File: src/rtl/ring_node_router.sv
// -----------------------------------------------------------------------------
// ring_node_router
//
// Purpose
//   One node of a bidirectional instruction ring. Flits arrive on three input
//   ports (0 = CW ring, 1 = LOCAL inject, 2 = CCW ring). Each port has its own
//   FIFO. Each cycle a round-robin arbiter picks one FIFO head, decides its
//   shortest-path direction and loads it into a single registered output
//   stage. The flit is tagged with that direction and with the port it came
//   from.
//
// Flit fields
//   dest = data[DATA_W-1 -: ID_W]
//   orig = data[DATA_W-1-ID_W -: ID_W]
//   The payload leaves the router unmodified.
//
// Handshake (input and output sides alike)
//   A transfer happens on a rising clock edge where valid && ready are both
//   high. The source holds valid and data stable until that edge. The sink's
//   ready never depends combinationally on valid. in_ready is derived from
//   registered state only. The output stage keeps out_* stable while
//   out_valid && !out_ready.
//
// Ports
//   clk         rising-edge clock
//   reset       synchronous, active-high. Empties the FIFOs and the output
//               stage and clears the arbiter pointer.
//   in_valid    [2:0]  per-port flit valid
//   in_ready    [2:0]  per-port FIFO not full (low while in reset)
//   in_data     [3*DATA_W-1:0]  port i at [i*DATA_W +: DATA_W]
//   out_valid   output register holds a flit
//   out_ready   downstream accepts the flit
//   out_data    [DATA_W-1:0]  flit payload
//   out_dir     [1:0]  2'b00 = CW, 2'b01 = LOCAL (eject), 2'b10 = CCW
//   out_src     [1:0]  input port the flit came from
//   drop_count  [7:0]  saturating count of discarded flits. This port exists
//               only when the ROUTER_DROP_CNT_EN macro is defined.
//
// Configuration macro
//   ROUTER_DROP_CNT_EN  adds the drop_count port and its counter. Routing is
//                       the same whether or not the macro is defined.
// -----------------------------------------------------------------------------
module ring_node_router #(
  parameter int NODE_ID    = 0,
  parameter int NUM_NODES  = 8,
  parameter int ID_W       = 3,
  parameter int DATA_W     = 32,
  parameter int FIFO_DEPTH = 4
) (
  input  logic                  clk,
  input  logic                  reset,
  input  logic [2:0]            in_valid,
  output logic [2:0]            in_ready,
  input  logic [3*DATA_W-1:0]   in_data,
  output logic                  out_valid,
  input  logic                  out_ready,
  output logic [DATA_W-1:0]     out_data,
  output logic [1:0]            out_dir,
  output logic [1:0]            out_src
`ifdef ROUTER_DROP_CNT_EN
  ,
  output logic [7:0]            drop_count
`endif
);

  localparam int AW = (FIFO_DEPTH > 1) ? $clog2(FIFO_DEPTH) : 1;
  localparam int CW = AW + 1;

  localparam logic [AW-1:0] LP_PTR_ONE = AW'(1);
  localparam logic [CW-1:0] LP_CNT_ONE = CW'(1);
  localparam logic [CW-1:0] LP_DEPTH   = CW'(FIFO_DEPTH);

  // Routing arithmetic uses ID_W+1 bits so that dest+NUM_NODES cannot wrap.
  localparam logic [ID_W:0] LP_NODE = (ID_W+1)'(NODE_ID);
  localparam logic [ID_W:0] LP_NUM  = (ID_W+1)'(NUM_NODES);
  localparam logic [ID_W:0] LP_HALF = (ID_W+1)'(NUM_NODES / 2);

  localparam logic [1:0] DIR_CW    = 2'b00;
  localparam logic [1:0] DIR_LOCAL = 2'b01;
  localparam logic [1:0] DIR_CCW   = 2'b10;

  // Round-robin successor of a port index (0 -> 1 -> 2 -> 0).
  function automatic logic [1:0] f_next(input logic [1:0] p);
    return (p == 2'd2) ? 2'd0 : p + 2'd1;
  endfunction

  // ---------------------------------------------------------------------------
  // Input FIFOs
  // ---------------------------------------------------------------------------
  logic [DATA_W-1:0] r_mem   [3][FIFO_DEPTH];
  logic [AW-1:0]     r_wptr  [3];
  logic [AW-1:0]     r_rptr  [3];
  logic [CW-1:0]     r_count [3];

  // Cleared by reset and set on the first edge after it. This keeps in_ready
  // low throughout reset while still being derived from registers only.
  logic              r_rdy_en;

  logic [2:0]        w_push;
  logic [2:0]        w_pop;
  logic [2:0]        w_nonempty;

  always_comb begin
    for (int i = 0; i < 3; i++) begin
      in_ready[i]   = r_rdy_en && (r_count[i] != LP_DEPTH);
      w_nonempty[i] = (r_count[i] != '0);
    end
  end

  assign w_push = in_valid & in_ready;

  // Storage has no reset. Only the pointers and counts define what is valid.
  always_ff @(posedge clk) begin
    for (int i = 0; i < 3; i++) begin
      if (w_push[i]) begin
        r_mem[i][r_wptr[i]] <= in_data[i*DATA_W +: DATA_W];
      end
    end
  end

  always_ff @(posedge clk) begin
    if (reset) begin
      r_rdy_en <= 1'b0;
      for (int i = 0; i < 3; i++) begin
        r_wptr[i]  <= '0;
        r_rptr[i]  <= '0;
        r_count[i] <= '0;
      end
    end else begin
      r_rdy_en <= 1'b1;
      for (int i = 0; i < 3; i++) begin
        if (w_push[i]) r_wptr[i] <= r_wptr[i] + LP_PTR_ONE;
        if (w_pop[i])  r_rptr[i] <= r_rptr[i] + LP_PTR_ONE;
        // A simultaneous push and pop leaves the count unchanged.
        case ({w_push[i], w_pop[i]})
          2'b10:   r_count[i] <= r_count[i] + LP_CNT_ONE;
          2'b01:   r_count[i] <= r_count[i] - LP_CNT_ONE;
          default: r_count[i] <= r_count[i];
        endcase
      end
    end
  end

  // ---------------------------------------------------------------------------
  // Round-robin arbiter
  // ---------------------------------------------------------------------------
  logic [1:0] r_rr;
  logic [1:0] w_c0, w_c1, w_c2;
  logic [1:0] w_gnt;
  logic       w_gnt_vld;
  logic       w_free;
  logic       w_take;

  assign w_c0 = r_rr;
  assign w_c1 = f_next(r_rr);
  assign w_c2 = f_next(f_next(r_rr));

  // Grant goes to the first non-empty FIFO at or after r_rr.
  always_comb begin
    w_gnt     = 2'd0;
    w_gnt_vld = 1'b0;
    if (w_nonempty[w_c0]) begin
      w_gnt     = w_c0;
      w_gnt_vld = 1'b1;
    end else if (w_nonempty[w_c1]) begin
      w_gnt     = w_c1;
      w_gnt_vld = 1'b1;
    end else if (w_nonempty[w_c2]) begin
      w_gnt     = w_c2;
      w_gnt_vld = 1'b1;
    end
  end

  logic r_out_valid;

  // The output stage can be reloaded when it is empty or is being drained
  // on this edge.
  assign w_free = !r_out_valid || out_ready;
  assign w_take = w_free && w_gnt_vld;

  always_comb begin
    for (int i = 0; i < 3; i++) begin
      w_pop[i] = w_take && (w_gnt == 2'(i));
    end
  end

  // ---------------------------------------------------------------------------
  // Route computation on the granted head flit
  // ---------------------------------------------------------------------------
  logic [DATA_W-1:0] w_head;
  logic [ID_W:0]     w_dest;
  logic [ID_W:0]     w_orig;
  logic [ID_W:0]     w_dist;
  logic              w_is_local;
  logic              w_bad_dest;
  logic              w_loop;
  logic              w_discard;
  logic [1:0]        w_dir;

  assign w_head = r_mem[w_gnt][r_rptr[w_gnt]];
  assign w_dest = {1'b0, w_head[DATA_W-1 -: ID_W]};
  assign w_orig = {1'b0, w_head[DATA_W-1-ID_W -: ID_W]};

  // Clockwise hop count from this node to dest, modulo the ring size.
  assign w_dist = (w_dest >= LP_NODE) ? (w_dest - LP_NODE)
                                      : (w_dest + LP_NUM - LP_NODE);

  assign w_is_local = (w_dest == LP_NODE);
  assign w_bad_dest = (w_dest >= LP_NUM);

  // A ring flit that has come back to its originator without being ejected
  // would circulate forever, so it is removed. Local injects are exempt.
  assign w_loop    = (w_gnt != 2'd1) && (w_orig == LP_NODE) && !w_is_local;
  assign w_discard = w_bad_dest || w_loop;

  // When the two paths are the same length, the flit goes CW.
  assign w_dir = w_is_local         ? DIR_LOCAL :
                 (w_dist <= LP_HALF) ? DIR_CW    : DIR_CCW;

  // ---------------------------------------------------------------------------
  // Output stage and arbiter pointer
  // ---------------------------------------------------------------------------
  logic [DATA_W-1:0] r_out_data;
  logic [1:0]        r_out_dir;
  logic [1:0]        r_out_src;

  always_ff @(posedge clk) begin
    if (reset) begin
      r_out_valid <= 1'b0;
      r_out_data  <= '0;
      r_out_dir   <= 2'b00;
      r_out_src   <= 2'b00;
      r_rr        <= 2'd0;
    end else if (w_free) begin
      // A discarded grant still consumes the slot and leaves the output empty.
      r_out_valid <= w_take && !w_discard;
      if (w_take) begin
        r_rr <= f_next(w_gnt);
        if (!w_discard) begin
          r_out_data <= w_head;
          r_out_dir  <= w_dir;
          r_out_src  <= w_gnt;
        end
      end
    end
  end

  assign out_valid = r_out_valid;
  assign out_data  = r_out_data;
  assign out_dir   = r_out_dir;
  assign out_src   = r_out_src;

`ifdef ROUTER_DROP_CNT_EN
  // ---------------------------------------------------------------------------
  // Discard counter, saturating at 8'hFF
  // ---------------------------------------------------------------------------
  logic [7:0] r_drop_cnt;

  always_ff @(posedge clk) begin
    if (reset) begin
      r_drop_cnt <= 8'h00;
    end else if (w_take && w_discard && (r_drop_cnt != 8'hFF)) begin
      r_drop_cnt <= r_drop_cnt + 8'h01;
    end
  end

  assign drop_count = r_drop_cnt;
`endif

endmodule

File: config.mk
export PLATFORM = sky130hd
export DESIGN_NAME = ring_node_router
export DESIGN_NICKNAME = d
export VERILOG_FILES = /design/src/rtl/ring_node_router.sv
export SDC_FILE = /design/constraint.sdc
export NUM_CORES = 1
export LEC_CHECK = 0
export CELL_PAD_IN_SITES_DETAIL_PLACEMENT = 1
export CELL_PAD_IN_SITES_GLOBAL_PLACEMENT = 2
export CORE_MARGIN = 1.5
export CORE_UTILIZATION = 40
export CTS_BUF_LIST = sky130_fd_sc_hd__clkbuf_4 sky130_fd_sc_hd__clkbuf_8
export CTS_CLUSTER_DIAMETER = 150
export DETAILED_ROUTE_END_ITERATION = 12
export GPL_TIMING_DRIVEN = 0
export PLACE_DENSITY_LB_ADDON = 0.1
export SLEW_MARGIN = 20
export SYNTH_ARGS = -nofsm -noshare
export SYNTH_HDL_FRONTEND = slang
export SYNTH_SLANG_ARGS = --single-unit
File: constraint.sdc
create_clock -name clk -period 3.6 [get_ports clk]
set_input_delay 0.36 -clock clk [delete_from_list [all_inputs] [get_ports clk]]
set_output_delay 0.36 -clock clk [all_outputs]
set_load 0.01 [all_outputs]
Yosys cells after proc, flatten, opt, wreduce, memory -nomap -nowiden. Memory sizes are Yosys's and may differ from the RTL's. Index checks and enable logic that the tools add are counted.

$add $sub $neg: 16. Order comparisons: 13. Eq/ne operators: 14. Mux-type cells: 93. Bitwise operators: 21. Reduce and logical (&&, ||, !) cells: 29.

Operators with widths (count): 2-to-1 mux 128 bit (3); demux 32 bit (select 2 bit) (3); 2-to-1 mux 32 bit (5); binary-select mux 32 bit (select 2 bit) (1); 2-to-1 mux 1 bit (54); 2-to-1 mux 2 bit (14); 2-to-1 mux 3 bit (9); adder 2 x 1 -> 2 bit, second input constant (9); OR 1 bit (15); logical AND 1 bit (13); equality test 2 bit, second input constant (6); greater-or-equal comparator 3 bit, second input constant (4); inverter 2 -> 3 bit (4); adder 3 x 1 -> 3 bit, second input constant (3); < comparator 2 x 3 -> 1 bit, second input constant (3); < comparator 3 x 1 -> 1 bit, second input constant (3); != test 3 bit, second input constant (3); nonzero test 3 bit (3); subtractor 3 x 1 -> 3 bit, second input constant (3); equality test 2 x 1 -> 1 bit, second input constant (4); zero test 4 bit (2); binary-select mux 1 bit (select 2 bit) (3); OR reduction 2 bit (3); adder 3 x 4 -> 4 bit, second input constant (1); other kinds (12) (15).

Flip-flop bits (word level): 40. Bits in writable memories: 405. Bits of input ports: 102. Output and inout bits: 40. Logic and storage cells: 196. Memories: 4.

Memories: r_mem (depth 3, width 128, rd ports 1, clocked after memory_dff 0, write ports 3, RTL line 90) `logic [DATA_W-1:0] r_mem [3][FIFO_DEPTH];`; r_count (depth 3, width 3, rd ports 3, clocked after memory_dff 0, write ports 3, RTL line 93) `logic [CW-1:0] r_count [3];`; r_rptr (depth 3, width 2, rd ports 4, clocked after memory_dff 0, write ports 3, RTL line 92) `logic [AW-1:0] r_rptr [3];`; r_wptr (depth 3, width 2, rd ports 3, clocked after memory_dff 0, write ports 3, RTL line 91) `logic [AW-1:0] r_wptr [3];`.

Logic depth before layout (Yosys ltp). An unclocked memory read counts as a cell.

Depth in word-level cells: 20. Gate-level depth with buffers: 16. Depth with buffers taken out: 15.

Worst setup path after synthesis. Ideal clock, no wire load.

Kind: flip-flop to flip-flop. Start point: memory r_count[2][0] (netlist name). End point: memory r_count[1][2] (netlist name), data pin. Setup time: 0.266 ns. Arrival time: 3.462 ns. Required time: 3.334 ns. Setup slack: -0.128 ns. Stages on the path, launching flop included: 17. Buffers on the path: 3. Period minus slack after synthesis: 3.728 ns. Cells stage by stage: edfxtp_1 inv_1 ha_1 nor2b_1 o21ai_0 a211oi_2 clkbuf_1 clkbuf_1 buf_1 nand2_1 inv_1 ha_1 nand2_1 fa_1 xnor2_1 xnor2_1 nor2_1.

RTL lines (RTL line): from (decl) (93).

==> impl_metrics.json <==
{
  "cts_tree": "done",
  "vias": 11293,
  "htreeDepth": 3,
  "fin_crit_ps": 3520,
  "synthTopCellsByArea": "edfxtp_1 70%, dfxtp_1 4.6%, a22o_1 2.6%",
  "drive_gt1_share_pct": 19.9,
  "antenna_left": 0,
  "clock-sinks": 445,
  "synth.mux.area_fraction_pct": 3.53,
  "clock_tree.root_cell": "clkbuf_8",
  "wirelength_um": 56400,
  "synthFlopType": "edfxtp_1",
  "ys_types": 53,
  "maxCapViolations": 0,
  "power_density_nw_per_um2": 1080,
  "cp.arrival_ps": 4040,
  "yosysSeqAreaShare_pct": 74.1,
  "synth_top_family_by_area": "compound AO/OA/AOI/OAI gates",
  "fillers": 4155,
  "finish.utilization_pct": 50.9,
  "route.detailed.drc": 0,
  "synthAdderAreaFrac_pct": 1.66,
  "slowest_delay_ps": 400,
  "crit_chain": "inv_2 -> ha_2 -> nor2b_4 -> o21ai_2 -> a211oi_2 -> buf_4 -> a221oi_2 -> buf_6 -> buf_8 -> mux2i_1 -> mux2i_2 -> nand3_2 -> a31o_4 -> buf_12 -> clkbuf_16 -> mux2_4",
  "wl_per_cell_um": 28.1,
  "worstPathMaxFanout": 10,
  "status": "completed",
  "drt_iter0_drc": 1043,
  "crit_type": "flop to flop",
  "grt_pass1_vias": 11844,
  "end_kind": "flop",
  "core_area_um2": 43100,
  "cts-buffers-inserted": 77,
  "grt_pass1_wl_um": 79900,
  "io_buffers": 140,
  "leakage_uw": 0.00745,
  "area_growth_pct": 25.3,
  "synth_compound_area_share_pct": 12.5,
  "tightest_slew_ps": 983,
  "syn_nets": 1233,
  "gp_congestion": 0.789,
  "synth-edff-count": 405,
  "crit_buf_inv": 6,
  "setup_viol": 0,
  "crit_slowest_cell": "edfxtp_1",
  "rrSetupSlack_ps": 80,
  "die_h_um": 212,
  "syn-cell-area_um2": 17500,
  "dr.pass1.iters": 5,
  "num_rows": 76,
  "hp-class": "input pin to flop",
  "clk_pin_slew_ps": 60,
  "gr-total-overflow": 0,
  "synth_seq_cells": 445,
  "vdd_drop_max_uv": 833,
  "finalNetCount": 1487,
  "synthSimpleGateAreaFrac_pct": 5.42,
  "clk_latency_ps": 640,
  "yosys.area_share.xor_xnor_pct": 0.451,
  "crit_family": "buffers and inverters",
  "hold_viol_final": 0,
  "grt_usage_pct": 25.2,
  "start_kind": "flop",
  "grt_max_degree": 33,
  "cp_data_required_time_ps": 4120,
  "initial_core_util_pct": 40.6,
  "synth_area_leader_cell": "edfxtp_1",
  "fmax_mhz": 284,
  "dieArea_um2": 45000,
  "holdWs_ps": 382,
  "drv_slew": 0,
  "fin_skew_ps": 26.4,
  "syn_area_per_cell_um2": 15.8,
  "synthCells": 1109,
  "io-pin-count": 142,
  "fin_crit_sh_pct": 97.9,
  "antenna_found_initial": 1,
  "relSlewSlack_pct": 34.5,
  "dp_hpwl_um": 34200,
  "via_per_inst": 5.63,
  "ys_warn_count": 0,
  "async_flop_share_pct": 0,
  "synth.top_cell.area_share_pct": 69.5,
  "cts_buffer_depth": 3,
  "dieWidth_um": 212
}
-- through the flow --
stage | instance area, µm² | TNS, ps | setup WS (ps) | total power (µW) | instances
CTS | 21600 | 0 | 1.04 | 22800 | 1989
detailed placement | 19800 | -48240 | -1460 | 17200 | 1840
floorplan | 17500 | 0 | 88.1 | 13200 | 1109
finish | 21900 | 0 | 75.6 | 23600 | 2007
global placement | 19600 | -47760 | -1550 | 17100 | 1834
global route | 21900 | -131 | -21.8 | 24800 | 2007
-- cells in the final DEF, fill, tap and decap left out, types with 11 or more instances in the layout --
| master | instances |
|---|---|
| nor2b_1 | 31 |
| a211oi_1 | 51 |
| a22o_1 | 52 |
| clkdlybuf4s50_1 | 140 |
| edfxtp_1 | 405 |
| a311oi_1 | 26 |
| nand2_1 | 70 |
| mux2i_1 | 14 |
| clkbuf_8 | 88 |
| ha_1 | 18 |
| nor2_1 | 57 |
| clkinv_2 | 11 |
| clkbuf_4 | 33 |
| mux2_4 | 18 |
| a22oi_1 | 52 |
| dfxtp_1 | 40 |
| a31oi_1 | 30 |
| and3_4 | 12 |
| a222oi_1 | 20 |
| inv_1 | 18 |
| mux2_2 | 13 |
| a21oi_1 | 34 |
| buf_4 | 29 |
| clkbuf_1 | 25 |
-- state kept, by name (all words and copies together) (netlist names), 2 cells and up --
register  count
r_mem       384
out_dir       2
r_wptr        6
r_count       9
r_rr          2
out_src       2
out_data     32
r_rptr        6
-- power by group --
| part | total [µW] | switching [µW] | internal (µW) |
|---|---|---|---|
| registers | 6410 | 230 | 6180 |
| clock network | 4550 | 2070 | 2480 |
| logic | 12700 | 7420 | 5250 |
| total | 23600 | 9730 | 13900 |
-- logic make-up (layout without fill, tap and decap cells) --
| family | after synthesis | count (layout) |
|---|---|---|
| compound gates | 286 | 286 |
| xor+xnor | 9 | 9 |
| fa+ha+maj | 22 | 22 |
| buf+inv | 95 | 407 |
| flops | 445 | 445 |
| mux | 51 | 51 |
| other cells | 0 | 1 |
| simple gates | 201 | 201 |
-- worst paths after layout --
| kind | startpoint | endpoint | cells after the start |
|---|---|---|---|
| worst max-delay path | r_count[2][0] | out_data[1] | 16 |
| worst min-delay path | in_data[53] | r_mem[1][85] | 1 |
| worst max register to register | r_count[2][0] | out_data[1] | 16 |
| worst min register to register | out_src[0] | out_src[0] | 2 |
-- repair_timing --
| item | 4_1_cts | 5_1_grt |
|---|---|---|
| buffers inserted | 12 | 15 |
| cloned | 0 | 2 |
| setup endpoints to repair | 57 | 39 |
| hold buffers | 0 | 0 |
| endpoints found under the hold margin | 0 | 0 |
| pin swaps | 8 | 8 |
| resized for setup | 66 | 46 |
-- Yosys cell counts (2+ instances only) --
cell type / instances
a211oi_1: 52
a21oi_1: 35
a221oi_1: 4
a222oi_1: 20
a22o_1: 52
a22oi_1: 52
a311oi_1: 26
a31oi_1: 30
and2_1: 5
and3_1: 12
buf_1: 21
buf_2: 7
buf_6: 3
clkbuf_1: 41
dfxtp_1: 40
edfxtp_1: 405
fa_1: 2
ha_1: 20
inv_1: 20
mux2_2: 13
mux2_4: 18
mux2i_1: 20
nand2_1: 71
nand2b_1: 4
nand3_1: 3
nor2_1: 58
nor2b_1: 32
nor3_1: 4
nor3_2: 2
nor3b_1: 4
o21ai_0: 4
xnor2_1: 7
xor2_1: 2
-- worst reg2reg max path: cells and delay by family, from the launching register on --
| family | cells | cell delay, ps |
|---|---|---|
| flip-flops | 1 | 400 |
| buffers and inverters | 6 | 970 |
| adder cells (fa/ha/maj) | 1 | 180 |
| AND/OR/NAND/NOR | 2 | 390 |
| AO/OA/AOI/OAI | 4 | 770 |
| multiplexers | 3 | 710 |
-- layer usage --
layer	share of wire [%]	track usage, %	routed length, µm
met1	44	35.2	25100
met2	47	40.5	26800
met3	6.2	4.21	3490
met4	1.9	7.68	1060
met5	0	0	0
-- layout make-up --
type / instances / area (µm²) / share of cell area (%)
Clock inverter: 23 / 119 / 0.542
Antenna cell: 1 / 2.50 / 0.0114
Clock buffer: 114 / 1390 / 6.36
Timing Repair Buffer: 175 / 1810 / 8.27
Sequential cell: 445 / 13000 / 59.2
Multi-Input combinational cell: 569 / 4330 / 19.8
Inverter: 21 / 78.8 / 0.360
Buffer: 74 / 482 / 2.20
Tap cell: 585 / 732 / 3.34
Power figures use the tool's default switching activity.
